[src/rtl/branch_ctrl.sv]
// Branch resolution and bimodal prediction controller sitting beside the EX-stage comparator.
// Latency: prediction lookup is combinational; redirect/flush appear one cycle after the resolve edge.
// Backpressure: none; resolves arriving while a flush is in progress are squashed and ignored.
module branch_ctrl #(
  parameter int IDX_W        = 6,
  parameter int FLUSH_CYCLES = 2,
  parameter int CNT_W        = 32
) (
  input  logic             clk,
  input  logic             rst_n,
  input  logic [31:0]      if_pc,
  output logic             if_pred_taken,
  input  logic             ex_valid,
  input  logic             ex_is_branch,
  input  logic             ex_is_jump,
  input  logic             ex_pred_taken,
  input  logic [31:0]      ex_pc,
  input  logic [31:0]      ex_target,
  input  logic             br_taken,
  output logic             redirect_valid,
  output logic [31:0]      redirect_pc,
  output logic             flush,
  output logic [CNT_W-1:0] branch_cnt,
  output logic [CNT_W-1:0] mispredict_cnt
);

  localparam int          DEPTH      = 1 << IDX_W;
  localparam logic [2:0]  FLUSH_INIT = 3'(FLUSH_CYCLES - 1);

  typedef enum logic {
    S_IDLE  = 1'b0,
    S_FLUSH = 1'b1
  } state_t;

  // Predictor table of 2-bit saturating counters
  logic [1:0]       r_table [DEPTH];

  // Control state
  state_t           r_state;
  logic [2:0]       r_down;
  logic             r_redirect_valid;
  logic [31:0]      r_redirect_pc;
  logic             r_flush;
  logic [CNT_W-1:0] r_branch_cnt;
  logic [CNT_W-1:0] r_mispredict_cnt;

  // Combinational helpers
  logic [IDX_W-1:0] w_if_idx;
  logic [IDX_W-1:0] w_ex_idx;
  logic [1:0]       w_ex_ctr;
  logic [1:0]       w_ex_ctr_nxt;
  logic             w_resolve;
  logic             w_actual;
  logic             w_mispredict;
  logic [31:0]      w_correct_pc;
  logic             w_unused;

  // Next-state values for the FSM and its registered outputs
  state_t           w_state_nxt;
  logic [2:0]       w_down_nxt;
  logic             w_redirect_valid_nxt;
  logic [31:0]      w_redirect_pc_nxt;
  logic             w_flush_nxt;

  assign w_if_idx = if_pc[IDX_W+1:2];
  assign w_ex_idx = ex_pc[IDX_W+1:2];

  // Only the index bits of the fetch PC matter for the lookup
  assign w_unused = ^{if_pc[31:IDX_W+2], if_pc[1:0]};

  // Read happens before the clock-edge write, so a same-index update is not visible this cycle
  assign if_pred_taken = r_table[w_if_idx][1];

  // Squashed instructions in FLUSH never count as resolves
  assign w_resolve    = ex_valid & (ex_is_branch | ex_is_jump) & (r_state == S_IDLE);
  // A jump (even if flagged as branch too) is always taken
  assign w_actual     = ex_is_jump ? 1'b1 : br_taken;
  assign w_mispredict = w_actual != ex_pred_taken;
  assign w_correct_pc = w_actual ? ex_target : (ex_pc + 32'd4);

  assign w_ex_ctr = r_table[w_ex_idx];

  // Saturating counter step for the resolving branch's table entry
  always_comb begin
    w_ex_ctr_nxt = w_ex_ctr;
    if (w_actual) begin
      if (w_ex_ctr != 2'b11) w_ex_ctr_nxt = w_ex_ctr + 2'b01;
    end else begin
      if (w_ex_ctr != 2'b00) w_ex_ctr_nxt = w_ex_ctr - 2'b01;
    end
  end

  // Table write: conditional branches only; jumps leave the predictor alone
  always_ff @(posedge clk or negedge rst_n) begin
    if (!rst_n) begin
      for (int i = 0; i < DEPTH; i++) begin
        r_table[i] <= 2'b01;
      end
    end else if (w_resolve && ex_is_branch) begin
      r_table[w_ex_idx] <= w_ex_ctr_nxt;
    end
  end

  // FSM next-state and registered-output logic
  always_comb begin
    w_state_nxt          = r_state;
    w_down_nxt           = r_down;
    w_redirect_valid_nxt = 1'b0;
    w_redirect_pc_nxt    = r_redirect_pc;
    w_flush_nxt          = r_flush;
    case (r_state)
      S_IDLE: begin
        w_flush_nxt = 1'b0;
        if (w_resolve && w_mispredict) begin
          w_redirect_valid_nxt = 1'b1;
          w_redirect_pc_nxt    = w_correct_pc;
          w_flush_nxt          = 1'b1;
          w_down_nxt           = FLUSH_INIT;
          w_state_nxt          = S_FLUSH;
        end
      end
      S_FLUSH: begin
        w_flush_nxt = 1'b1;
        if (r_down == 3'd0) begin
          w_flush_nxt = 1'b0;
          w_state_nxt = S_IDLE;
        end else begin
          w_down_nxt = r_down - 3'd1;
        end
      end
      default: begin
        w_state_nxt = S_IDLE;
        w_flush_nxt = 1'b0;
        w_down_nxt  = 3'd0;
      end
    endcase
  end

  // FSM state and redirect/flush output registers
  always_ff @(posedge clk or negedge rst_n) begin
    if (!rst_n) begin
      r_state          <= S_IDLE;
      r_down           <= 3'd0;
      r_redirect_valid <= 1'b0;
      r_redirect_pc    <= 32'd0;
      r_flush          <= 1'b0;
    end else begin
      r_state          <= w_state_nxt;
      r_down           <= w_down_nxt;
      r_redirect_valid <= w_redirect_valid_nxt;
      r_redirect_pc    <= w_redirect_pc_nxt;
      r_flush          <= w_flush_nxt;
    end
  end

  // Saturating performance counters, stepped only on accepted resolves
  always_ff @(posedge clk or negedge rst_n) begin
    if (!rst_n) begin
      r_branch_cnt     <= '0;
      r_mispredict_cnt <= '0;
    end else if (w_resolve) begin
      if (ex_is_branch && (r_branch_cnt != {CNT_W{1'b1}})) begin
        r_branch_cnt <= r_branch_cnt + 1'b1;
      end
      if (w_mispredict && (r_mispredict_cnt != {CNT_W{1'b1}})) begin
        r_mispredict_cnt <= r_mispredict_cnt + 1'b1;
      end
    end
  end

  assign redirect_valid = r_redirect_valid;
  assign redirect_pc    = r_redirect_pc;
  assign flush          = r_flush;
  assign branch_cnt     = r_branch_cnt;
  assign mispredict_cnt = r_mispredict_cnt;

endmodule

[config.mk]
export PLATFORM = sky130hd
export DESIGN_NAME = branch_ctrl
export DESIGN_NICKNAME = d
export VERILOG_FILES = /design/src/rtl/branch_ctrl.sv
export SDC_FILE = /design/constraint.sdc
export NUM_CORES = 1
export LEC_CHECK = 0
export BUFFER_PORTS_ARGS = -buffer_cell sky130_fd_sc_hd__buf_2
export CAP_MARGIN = 10
export CORE_ASPECT_RATIO = 0.6
export CORE_MARGIN = 2
export CORE_UTILIZATION = 45
export DETAILED_ROUTE_END_ITERATION = 16
export PLACE_DENSITY = 0.74
export SLEW_MARGIN = 30
export SYNTH_ARGS = -nofsm -noshare
export SYNTH_HDL_FRONTEND = slang
export SYNTH_SLANG_ARGS = --single-unit
[constraint.sdc]
create_clock -name clk -period 6.95 [get_ports clk]
set_input_delay 1.39 -clock clk [delete_from_list [all_inputs] [get_ports clk]]
set_output_delay 1.39 -clock clk [all_outputs]
set_load 0.1 [all_outputs]
==> summary.txt <==
Clock tree
  – Post-CTS Setup Repair Bufs: 0
  – CTS buffer count: 24
  – CTS H-tree depth: 1
  – CTS Buffer Depth: 3
  – Clock-pin slew on the worst setup and hold paths: approximately 0.060 ns
  – CTS tree: yes
  – CTS Hold Buffers Added: 0
  – Root buf cell: clkbuf_16
  – Gates resized, CTS repair: 0
  – Clock Sinks: around 230
  – Clock latency on the worst-skew pair: between 0.5 and 0.6 ns

Worst setup path
  – Worst EP arrival: ~3.8 ns
  – Worst Setup Start Kind: input pin
  – Critical path class: in -> out
  – R2r startpoint: r_table[116]
  – Critical Path RT: 5.56 ns
  – Worst Setup SP: if_pc[2]
  – CP max FO: 16
  – Critical Path End Type: primary output

Die
  – Die height: approximately 130 microns
  – Initial core utilization: 0.454
  – Core area: 0.0274 sq mm
  – I/O pin count: between 200 and 250
  – Row cnt: 47
  – Chip width: approximately 220 microns
  – Die area: just under 0.03 sq mm

Logic synthesis
  – Synthesized area: 0.0125 sq mm
  – Post-synth cell types: 65
  – Sequential fraction of the synthesis area: 0.467
  – Synth async-reset ratio: 1.00
  – EDFF count, synth: 0
  – Synth top area cells: dfrtp_1, dfstp_2, nand2_1
  – Ranking of synthesized cells by instance count: nand2_1, nor2_1, dfrtp_1
  – Synth Instances: about 1,300
  – Top_reg_cell synth: dfrtp_1
  – Post-synth top area share: 0.332
  – Avg Inst Size Synth: about 9.6 sq um
  – Most numerous cell in the Yosys netlist: nand2_1
  – Post-synth net total: around 1,400
  – Number of synthesized register bits: approximately 230
  – Synth area leader: dfrtp_1
  – Syn. warnings: 0

Pwr
  – Power per cell area: 333 mW/mm^2
  – VDD IR max: ~0.38 mV
  – Leak Pwr: between 6 and 7 nW

Detailed routing
  – Via total after detailed routing: 10,800
  – Routed WL: around 37 mm
  – Drt drc: 0
  – Detailed-router iteration count before antenna repair: 5
  – Final antenna-violating net count: 0
  – Initial drt markers: about 1,200
  – Vias/cell: between 5 and 6
  – DR WL/cell: approximately 20 microns

Global route
  – Initial antenna violation count: 5
  – Overflow after GRT: 0
  – Wire length of the first global-routing pass: 56.8 mm
  – Tot GR Track Use: 0.246
  – Largest net degree at the start of global routing: about 190
  – Vias in the first global route: roughly 10,000

Layout
  – Post-layout nets: around 1,500
  – Area Overhead vs Synth: 15.7%
  – Proportion of layout cells with a drive suffix above 1: 0.245

STA
  – Pins Over Slew Limit: 0
  – RSZ-0062 raised after global routing: no
  – Final hold violation count: 0
  – Tcrit/Tclk final: 0.746
  – Final Setup Violations: 0
  – Clk_skew: 0.0107 ns
  – Final min period: 5.19 ns
  – Slew HR: 0.380
  – FMAX: about 190 MHz
  – Worst Tran Pin Value: about 0.93 ns
  – Setup total negative slack: 0 ns
  – Final hold slack: ~0.47 ns

Placed design
  – Routability Congestion: ~0.86
  – Input/output buffers: ~180
  – DP Wirelength: 25.0 mm

Hold path
  – Worst hold start: r_table[4]
  – Hold Path Class: reg -> reg

Run status
  – Outcome: finished clean

Run
  – Maximum Capacitance Violations: 0
==> final timing paths <==
path / to / slack (ns) / depth (start not counted)
max: if_pred_taken / 1.76 / 5
min in group asynchronous: r_table[69] / 0.75 / 1
max reg2reg: r_table[44] / 3.63 / 8
max in group asynchronous: r_table[10] / 4.90 / 3
min: r_table[4] / 0.47 / 2
min reg2reg: r_table[4] / 0.47 / 2
==> registers in the layout (all words and copies together), names as in the netlist <==
register,flops
branch_cnt,32
r_table,128
redirect_pc,32
redirect_valid,1
r_down,3
flush,1
mispredict_cnt,32
==> report_power, final <==
| group | leakage (nW) | internal, mW | switching, mW |
|---|---|---|---|
| sequential | 2.85 | 1.59 | 0.167 |
| clock | 0.411 | 0.807 | 0.548 |
| combinational | 2.85 | 0.338 | 1.35 |
| total | 6.10 | 2.73 | 2.06 |
==> layout by cell type (no fill, tap or decap), types with 5 or more instances in the layout <==
cell	synthesis	final
dfrtp_1	165	165
and3_1	11	11
nor3_1	21	20
mux2i_1	28	28
nand2b_1	12	12
clkbuf_8	0	6
xor2_1	30	30
inv_1	23	23
mux4_2	32	32
o221ai_1	7	7
dfstp_2	64	64
nor2_1	177	176
and4_1	9	9
o31ai_1	70	69
a31oi_1	64	64
nand2_1	229	229
a21oi_1	31	31
and2_1	10	10
a22oi_1	10	10
xnor2_1	60	60
nand3_1	45	45
ha_1	5	5
clkbuf_16	0	24
nand4_1	15	15
buf_2	24	174
o21ai_0	25	25
nor2b_1	7	7
buf_4	3	14
==> logic make-up after synthesis <==
group | count (synthesis) | share of synthesized area
compound gates | 245 | 0.135
xor+xnor | 90 | 0.0633
flops | 229 | 0.467
simple gates | 562 | 0.200
fa+ha+maj | 5 | 0.00502
mux | 67 | 0.0870
buf+inv | 101 | 0.0429
==> layout make-up <==
cell class	instances	area (sq um)
diodes	3	7.51
clock buffers	32	691
clock inverters	11	138
fillers	2434	13000
inverters	23	86.3
multi-input cells	969	6170
flip-flops and latches	229	5810
well taps	367	459
repair buffers	191	1040
==> routing by layer <==
| metal | vias up | routed length, microns | track usage |
|---|---|---|---|
| met5 | - | 27 | 0 |
| met4 | 4 | 532 | 0.0477 |
| met3 | 56 | 3780 | 0.0584 |
| met2 | 500 | 16100 | 0.364 |
| met1 | 5293 | 16100 | 0.370 |
| li1 | 4915 | - | - |
==> critical path, cell delays in order <==
cell	delay, ns
buf_2	0.46
mux4_2	0.58
mux4_2	0.55
mux4_2	0.49
buf_2	0.31
==> stage by stage <==
stage	total power, mW	std cells	utilization	instance area (sq um)	worst slack [ns]
finish	4.80	1825	0.526	14400	1.76
detailed placement	3.45	1778	0.493	13500	1.73
CTS	4.81	1821	0.524	14400	1.73
global route	4.98	1825	0.526	14400	1.66
floorplan	3.09	1299	-	12500	1.73
global placement	3.41	1778	0.493	13500	1.74
No activity file was read; power rests on OpenSTA's default activity.
